**config.mk**
```make
export PLATFORM = sky130hd
export DESIGN_NAME = branch_target_buffer
export DESIGN_NICKNAME = d
export VERILOG_FILES = /design/src/rtl/btb_pkg.sv /design/src/rtl/return_stack.sv /design/src/rtl/branch_target_buffer.sv
export SDC_FILE = /design/constraint.sdc
export NUM_CORES = 2
export LEC_CHECK = 0
export CAP_MARGIN = 0
export CORE_AREA = 2 2 402 404
export CTS_CLUSTER_DIAMETER = 50
export DETAILED_ROUTE_END_ITERATION = 16
export DIE_AREA = 0 0 404 406
export PLACE_DENSITY_LB_ADDON = 0.25
export RECOVER_POWER = 50
export SLEW_MARGIN = 20
export SYNTH_ARGS = -nofsm -noshare
export SYNTH_HDL_FRONTEND = slang
export SYNTH_SLANG_ARGS = --single-unit
```
**constraint.sdc**
```tcl
create_clock -name CLK -period 6.2 [get_ports CLK]
set_clock_uncertainty 0.2 [all_clocks]
set_input_delay 0.62 -clock CLK [delete_from_list [all_inputs] [get_ports CLK]]
set_output_delay 0.62 -clock CLK [all_outputs]
set_load 0.1 [all_outputs]
```
**src/rtl/btb_pkg.sv**
```systemverilog
// Shared types and helpers for the fetch-stage branch target buffer.
// Entry fields are sized for the widest supported configuration; unused upper bits stay zero.
package btb_pkg;

  localparam int unsigned TAG_MAX_W = 30;
  localparam int unsigned CNT_MAX_W = 8;

  typedef logic [TAG_MAX_W-1:0] tag_t;
  typedef logic [CNT_MAX_W-1:0] cnt_t;

  typedef struct packed {
    logic        valid;
    tag_t        tag;
    logic [31:0] target;
    cnt_t        cnt;
  } btb_entry_t;

  // Weakly-not-taken: 0 followed by ones.
  function automatic cnt_t cnt_wnt(input int unsigned cnt_bits);
    cnt_t one;
    one = cnt_t'(1);
    return (one << (cnt_bits - 1)) - one;
  endfunction

  // Weakly-taken: 1 followed by zeros.
  function automatic cnt_t cnt_wt(input int unsigned cnt_bits);
    cnt_t one;
    one = cnt_t'(1);
    return one << (cnt_bits - 1);
  endfunction

  function automatic cnt_t cnt_max(input int unsigned cnt_bits);
    cnt_t one;
    one = cnt_t'(1);
    return (one << cnt_bits) - one;
  endfunction

  function automatic logic [31:0] pc_index(input logic [31:0] pc, input int unsigned idx_w);
    return (pc >> 2) & ((32'd1 << idx_w) - 32'd1);
  endfunction

  function automatic tag_t pc_tag(input logic [31:0] pc, input int unsigned idx_w);
    logic [31:0] t;
    t = pc >> (idx_w + 2);
    return tag_t'(t);
  endfunction

endpackage

```
**src/rtl/return_stack.sv**
```systemverilog
// Circular return-address stack; the oldest entry is overwritten on overflow.
module return_stack
  import btb_pkg::*;
#(
  parameter int unsigned RAS_DEPTH = 4
) (
  input  logic        clk_i,
  input  logic        rst_ni,
  input  logic        push_i,
  input  logic [31:0] push_addr_i,
  input  logic        pop_i,
  output logic [31:0] top_o,
  output logic        empty_o
);

  localparam int unsigned SP_W  = $clog2(RAS_DEPTH);
  localparam int unsigned CNT_W = SP_W + 1;

  logic [31:0]      mem_q [RAS_DEPTH];
  logic [SP_W-1:0]  sp_q, sp_d, sp_m1;
  logic [CNT_W-1:0] cnt_q, cnt_d;
  logic             wr_en;
  logic [SP_W-1:0]  wr_idx;

  assign sp_m1   = sp_q - SP_W'(1);
  assign empty_o = (cnt_q == '0);
  assign top_o   = empty_o ? '0 : mem_q[sp_m1];

  always_comb begin
    sp_d   = sp_q;
    cnt_d  = cnt_q;
    wr_en  = 1'b0;
    wr_idx = sp_q;
    // Push+pop on a non-empty stack replaces the top in place.
    if (push_i && pop_i && !empty_o) begin
      wr_en  = 1'b1;
      wr_idx = sp_m1;
    end else if (push_i) begin
      wr_en  = 1'b1;
      sp_d   = sp_q + SP_W'(1);
      if (cnt_q != CNT_W'(RAS_DEPTH)) cnt_d = cnt_q + CNT_W'(1);
    end else if (pop_i && !empty_o) begin
      sp_d  = sp_m1;
      cnt_d = cnt_q - CNT_W'(1);
    end
  end

  always_ff @(posedge clk_i) begin
    if (!rst_ni) begin
      sp_q  <= '0;
      cnt_q <= '0;
    end else begin
      sp_q  <= sp_d;
      cnt_q <= cnt_d;
    end
  end

  always_ff @(posedge clk_i) begin
    if (rst_ni && wr_en) mem_q[wr_idx] <= push_addr_i;
  end

endmodule

```
**src/rtl/branch_target_buffer.sv**
```systemverilog
// Direct-mapped tagged BTB with saturating counters plus a return-address stack.
// Lookup is combinational; updates from MEM commit on the clock edge without bypass.
module branch_target_buffer
  import btb_pkg::*;
#(
  parameter int unsigned ENTRIES   = 16,
  parameter int unsigned CNT_BITS  = 2,
  parameter int unsigned RAS_DEPTH = 4
) (
  input  logic                        CLK,
  input  logic                        nRST,
  input  logic [31:0]                 lookup_pc,
  output logic                        pred_hit,
  output logic                        pred_taken,
  output logic [31:0]                 pred_target,
  output logic [$clog2(ENTRIES)-1:0]  pred_index,
  input  logic                        upd_valid,
  input  logic [31:0]                 upd_pc,
  input  logic                        upd_taken,
  input  logic [31:0]                 upd_target,
  input  logic                        ras_push,
  input  logic [31:0]                 ras_push_addr,
  input  logic                        ras_pop,
  output logic [31:0]                 ras_top,
  output logic                        ras_empty
);

  localparam int unsigned IDX_W = $clog2(ENTRIES);
  localparam cnt_t CNT_WNT = cnt_wnt(CNT_BITS);
  localparam cnt_t CNT_WT  = cnt_wt(CNT_BITS);
  localparam cnt_t CNT_SAT = cnt_max(CNT_BITS);
  localparam btb_entry_t RST_ENTRY = '{valid: 1'b0, tag: '0, target: '0, cnt: CNT_WNT};

  btb_entry_t       tbl_q [ENTRIES];
  btb_entry_t       lk_e, up_e, upd_entry_d;
  logic [IDX_W-1:0] lk_idx, up_idx;
  tag_t             lk_tag, up_tag;
  logic             up_hit, upd_we;

  assign lk_idx = IDX_W'(pc_index(lookup_pc, IDX_W));
  assign lk_tag = pc_tag(lookup_pc, IDX_W);
  assign lk_e   = tbl_q[lk_idx];

  assign pred_hit    = lk_e.valid && (lk_e.tag == lk_tag);
  assign pred_taken  = pred_hit && lk_e.cnt[CNT_BITS-1];
  assign pred_target = pred_hit ? lk_e.target : '0;
  assign pred_index  = lk_idx;

  assign up_idx = IDX_W'(pc_index(upd_pc, IDX_W));
  assign up_tag = pc_tag(upd_pc, IDX_W);
  assign up_e   = tbl_q[up_idx];
  assign up_hit = up_e.valid && (up_e.tag == up_tag);

  always_comb begin
    upd_we      = 1'b0;
    upd_entry_d = up_e;
    if (upd_valid) begin
      if (up_hit) begin
        upd_we = 1'b1;
        if (upd_taken) begin
          upd_entry_d.target = upd_target;
          if (up_e.cnt != CNT_SAT) upd_entry_d.cnt = up_e.cnt + cnt_t'(1);
        end else if (up_e.cnt != '0) begin
          upd_entry_d.cnt = up_e.cnt - cnt_t'(1);
        end
      end else if (upd_taken) begin
        // Taken miss evicts whatever occupies the slot.
        upd_we      = 1'b1;
        upd_entry_d = '{valid: 1'b1, tag: up_tag, target: upd_target, cnt: CNT_WT};
      end
    end
  end

  always_ff @(posedge CLK) begin
    if (!nRST) begin
      for (int unsigned i = 0; i < ENTRIES; i++) tbl_q[i] <= RST_ENTRY;
    end else if (upd_we) begin
      tbl_q[up_idx] <= upd_entry_d;
    end
  end

  return_stack #(
    .RAS_DEPTH(RAS_DEPTH)
  ) u_ras (
    .clk_i      (CLK),
    .rst_ni     (nRST),
    .push_i     (ras_push),
    .push_addr_i(ras_push_addr),
    .pop_i      (ras_pop),
    .top_o      (ras_top),
    .empty_o    (ras_empty)
  );

endmodule
```
==> Yosys cells after proc, flatten, opt, wreduce, memory -nomap -nowiden <==
Memories as Yosys holds them, arrays and structs flattened.
Index checks and enable logic that the tools add are counted.
{ "totals": {"wordCells": 60, "reg_bits": 5, "input_bits": 134, "memories": 2, "output_inout_bits": 71, "mem_bits_rw": 1264} }
{ "op_classes": {"muxes": 30, "reduce_logical": 14, "eq_ne": 5, "bitwise_logic": 1, "add_sub_neg": 6} }
{ "memory_table": {"columns": ["memory", "depth", "word_bits", "read_ports", "rd_ports_with_merged_regs", "write_ports", "line", "source"], "rows": [
  ["tbl_q", 16, 71, 2, 0, 16, "branch_target_buffer.sv:34", "btb_entry_t tbl_q [ENTRIES];"],
  ["u_ras.mem_q", 4, 32, 1, 0, 1, "return_stack.sv:19", "logic [31:0] mem_q [RAS_DEPTH];"]
]} }
{ "ops": {"columns": ["op", "count"], "rows": [
  ["71-bit 2-to-1 mux", 3],
  ["32-bit 2-to-1 mux", 3],
  ["71-bit OR reduction", 1],
  ["30-bit by 26-bit equality test with 1-bit output", 2],
  ["40-bit 2-to-1 mux", 1],
  ["31-bit 2-to-1 mux", 1],
  ["8-bit 2-to-1 mux", 3],
  ["1-bit 2-to-1 mux", 12],
  ["3-bit 2-to-1 mux", 3],
  ["8-bit by 1-bit adder with 8-bit output (second input constant)", 1],
  ["8-bit by 2-bit != test with 1-bit output (second input constant)", 1],
  ["8-bit nonzero test", 1],
  ["8-bit by 1-bit subtractor with 8-bit output (second input constant)", 1],
  ["1-bit logical AND", 7],
  ["2-bit 2-to-1 mux", 3],
  ["4-bit 2-to-1 mux", 1],
  ["3-bit by 1-bit adder with 3-bit output (second input constant)", 1],
  ["3-bit zero test", 1],
  ["3-bit != test (second input constant)", 1],
  ["3-bit AND reduction", 1],
  ["3-bit by 1-bit subtractor with 3-bit output (second input constant)", 1],
  ["2-bit by 1-bit adder with 2-bit output (second input constant)", 1],
  ["2-bit by 1-bit != test with 1-bit output (second input constant)", 1],
  ["2-bit AND reduction", 1],
  ["other kinds (4)", 4]
]} }

==> Depth between registers and ports, before layout <==
An unclocked memory read counts as a cell.
{ "depth": {"word_depth": 10, "mapped_depth": 17, "depth_no_buf": 11} }

==> Cells and area by module <==
Synthesis repeated with hierarchy kept, for this count alone.
{ "hier_totals": {"hier_cells": 4233, "area_unflattened_um2": 64936.0} }
{ "modules_own_cells": {"columns": ["module", "area_per_inst_um2", "cells_per_inst", "n_inst", "seq_area_each_um2"], "rows": [
  ["branch_target_buffer", 59739.8, 3987, 1, 34112.7],
  ["return_stack", 5196.2, 246, 1, 3943.8]
]} }

==> Least setup slack after synthesis <==
No wires, ideal clock.
{ "synth_timing": {"path_kind": "input -> output", "startpoint": "input port lookup_pc[2]", "endpoint": "output port pred_target[10]", "t_arrival_ns": 5.155, "path_slack_ns": 0.225, "stages": 10, "n_path_buf": 4, "cell_sequence": "buf_2 > buf_1 > buf_1 > mux4_2 > mux4_2 > xor2_1 > nor4_1 > nand4_1 > clkbuf_1 > nor2b_1"} }
{ "synth_via": {"elab_chain_len": 4} }
{ "synth_rtl": {"columns": ["item", "line", "source"], "rows": [
  ["from (decl)", "branch_target_buffer.sv:12", "input logic [31:0] lookup_pc,"],
  ["memory read 16 x 71 bit *", null, null],
  ["30-bit by 26-bit equality test with 1-bit output", "branch_target_buffer.sv:44", "assign pred_hit = lk_e.valid && (lk_e.tag == lk_tag);"],
  ["1-bit logical AND", "branch_target_buffer.sv:44", null],
  ["32-bit 2-to-1 mux *", "branch_target_buffer.sv:46", "assign pred_target = pred_hit ? lk_e.target : '0;"],
  ["to (decl)", "branch_target_buffer.sv:15", "output logic [31:0] pred_target,"]
]} }
Mark *: on every way between the ends. The rest lies on a longest branch, timed or not.

==> results.json <==
{
  "die_area_mm2": 0.164,
  "critPathMostFrequentCell": "clkbuf_4",
  "outcome": "complete, but fails checks",
  "track_usage_pct": 25.6,
  "cp_data_arrival_time_ns": 6.05,
  "synth.yosys.warnings": 0,
  "critPathTopFamily": "compound AO/OA/AOI/OAI gates",
  "maxCapViolCount": 8,
  "powerDensity_mw_per_mm2": 316,
  "slew_viol_final": 368,
  "die_w_um": 404,
  "post_drt_wl_per_cell_um": 31.8,
  "postCtsHoldBufs": 0,
  "worstPathCellList": "clkbuf_4 > nor2b_2 > buf_4 > a22oi_1 > nand3_1 > a211oi_1 > a41o_1 > o2111a_1 > and4_1 > nand2b_2 > clkbuf_4 > a21oi_1 > nor2_1",
  "globalplace.congestion": 0.868,
  "wirelength_um": 210000,
  "dp_hpwl_um": 117000,
  "leakage_nw": 25.7,
  "yosysUniqueCellTypes": 83,
  "clock_sinks": 1269,
  "rsz0062_at_grt": "no",
  "portBuffers": 200,
  "cts_resized": 0,
  "drt_first_pass_iters": 6,
  "cts_tree": "yes",
  "post_cts_buffers": 0,
  "clock.fmax_ghz": 0.173,
  "synth_area_mm2": 0.0635,
  "ys_seq_area_share_pct": 59.9,
  "fin_crit_ns": 5.79,
  "crit_fanout": 62,
  "numCtsBuffers": 155,
  "fp.dieH_um": 406,
  "synth_flop_cell": "edfxtp_1",
  "finalCritPeriodShare_pct": 93.4,
  "synth.avg_cell_area_um2": 15.3,
  "synth_edf_count": 1264,
  "vias_per_cell": 6.14,
  "design.core.area_mm2": 0.160,
  "grt_first_pass_wirelength_um": 298000,
  "rows": 147,
  "crit_path_max_incr_delay_ns": 1.17,
  "dr_total_vias": 40567,
  "final_hold_viol_count": 0,
  "ys_seq_elements": 1269,
  "slew_headroom_pct": -49.0,
  "crit_required_ns": 6.46,
  "final_common_cell": "edfxtp_1",
  "insertion_delay_ns": 0.78,
  "mostFrequentLayoutCells": "1,264 x edfxtp_1, 1,061 x nor2_1, 593 x mux4_2",
  "final_util_pct": 46.3,
  "fin_cells": 6603,
  "fin_nets": 4529,
  "syn_inst": 4145,
  "grt_max_degree": 103,
  "syn2layout_area_growth_pct": 16.5,
  "initial_utilization_pct": 39.8,
  "vdd_drop_max_mv": 0.416,
  "crit_slowest_cell": "a21oi_1",
  "crit_type": "in2reg",
  "drive_above_1_share_pct": 25.1,
  "drtIter0Drc": 5065,
  "worstMarginPinSlew_ns": 2.23,
  "overflow": 0,
  "setup_viol": 0,
  "violations": "capacitance limit, slew limit",
  "fin_setup_tns_ns": 0,
  "startpoint_type": "input port",
  "cts.reportedPaths.clkPinSlew_ns": 0.06,
  "antenna_left": 0,
  "ctsRootBufferMaster": "clkbuf_16",
  "end_kind": "flip-flop",
  "h-tree-depth": 4,
  "io_pins": 205,
  "synthArstFlopShare_pct": 0,
  "placedCellCount": 6321,
  "worst-path-buf-inv": 3,
  "antenna_found_initial": 3,
  "grt_pass1_vias": 40690,
  "route.detailed.drc": 0,
  "cts_buffer_depth": 3,
  "fin_hold_ws_ns": 0.260,
  "hold_class": "in2reg"
}
==> worst reg2reg max path, stage by stage, from the launching register on <==
cell       delay (ns)
edfxtp_1         0.41
mux4_2           0.55
xnor2_1          0.41
o2bb2ai_1        0.13
a2111oi_0        0.48
nand4b_1         0.23
nor4_4           0.38
nand4_4          0.29
nand2_4          0.30
nand4_4          0.14
clkbuf_4         0.91
inv_1            0.36
nand2_1          0.07
==> Yosys cell counts, drive strengths merged, types with 5 or more instances <==
cell type  instances  share of area [%]
a22oi             52               0.61
and3              10              0.098
xnor2             26               0.36
and2               9              0.089
xor2              31               0.43
edfxtp          1264                 60
or3                6              0.059
mux2i            176                2.8
nand3             21               0.17
o22ai             11               0.11
nor2            1066                6.3
a31oi             11               0.12
nor2b             82               0.81
nand4             25               0.48
mux2              23               0.41
nand2            105               0.63
a21oi             27               0.21
a211oi            10               0.12
buf              210                2.0
o21ai             27               0.22
inv               30               0.18
nor3              31               0.25
nor4              24               0.27
mux4             593                 21
dfxtp              5               0.16
clkbuf           176                1.0
o221ai             6              0.083
nand2b            11               0.11
==> worst paths after layout <==
kind | slack, ns | depth (start not counted) | end | from
max reg2reg | 1.09 | 12 | tbl_q[6][0]$_SDFFCE_PN1P_ | tbl_q[11][43]$_SDFFCE_PN0P_
min reg2reg | 0.34 | 2 | u_ras.cnt_q[1]$_SDFFE_PN0P_ | u_ras.cnt_q[1]$_SDFFE_PN0P_
min | 0.26 | 2 | u_ras.cnt_q[1]$_SDFFE_PN0P_ | nRST
max | 0.41 | 13 | tbl_q[13][59]$_SDFFCE_PN0P_ | upd_pc[3]
==> cell families after synthesis <==
family	share of synthesized area (%)
and+or+nand+nor	9.51
muxes	24.2
other	0.00590
AOI/OAI and AO/OA	2.25
adders and majority gates	0.0709
DFF	59.9
buffers and inverters	3.25
xor gates and xnor gates	0.786
==> state kept, by name, indices dropped and copies added (netlist names) <==
signal	count
tbl_q	1136
u_ras.cnt_q	3
u_ras.mem_q	128
u_ras.sp_q	2
==> layout make-up <==
class,instances,area (um^2)
Fill cell,13915,85700
Multi-Input combinational cell,2523,23700
Sequential cell,1269,38100
Antenna cell,4,10.0
Timing Repair Buffer,413,4430
Inverter,30,115
Clock inverter,91,936
Clock buffer,187,4130
Tap cell,2086,2610
==> metal layers <==
| layer | GRT usage [%] | share of wire [%] | vias to the layer above |
|---|---|---|---|
| met5 | 0 | 0.0095 | - |
| met4 | 8.61 | 3.3 | 4 |
| met3 | 4.81 | 9.3 | 403 |
| met2 | 41.4 | 48 | 2246 |
| met1 | 34.8 | 39 | 21390 |
| li1 | - | - | 16524 |
==> report_power, final <==
group / internal [W] / leakage, nW / switching [W]
Clock: 0.00539 / 2.46 / 0.00369
Combinational: 0.00138 / 10.4 / 0.00283
Sequential: 0.00986 / 12.8 / 0.000234
==> stage by stage <==
stage | setup WS (ns) | cell area [um^2] | total power [W]
final | 0.412 | 74000 | 0.0234
after global routing | 0.277 | 74000 | 0.0241
after CTS | 0.677 | 74300 | 0.0236
after detailed placement | 0.358 | 69200 | 0.0146
after global placement | 0.415 | 69200 | 0.0145
after floorplan | 0.225 | 63700 | 0.0132
Power figures use the tool's default switching activity.
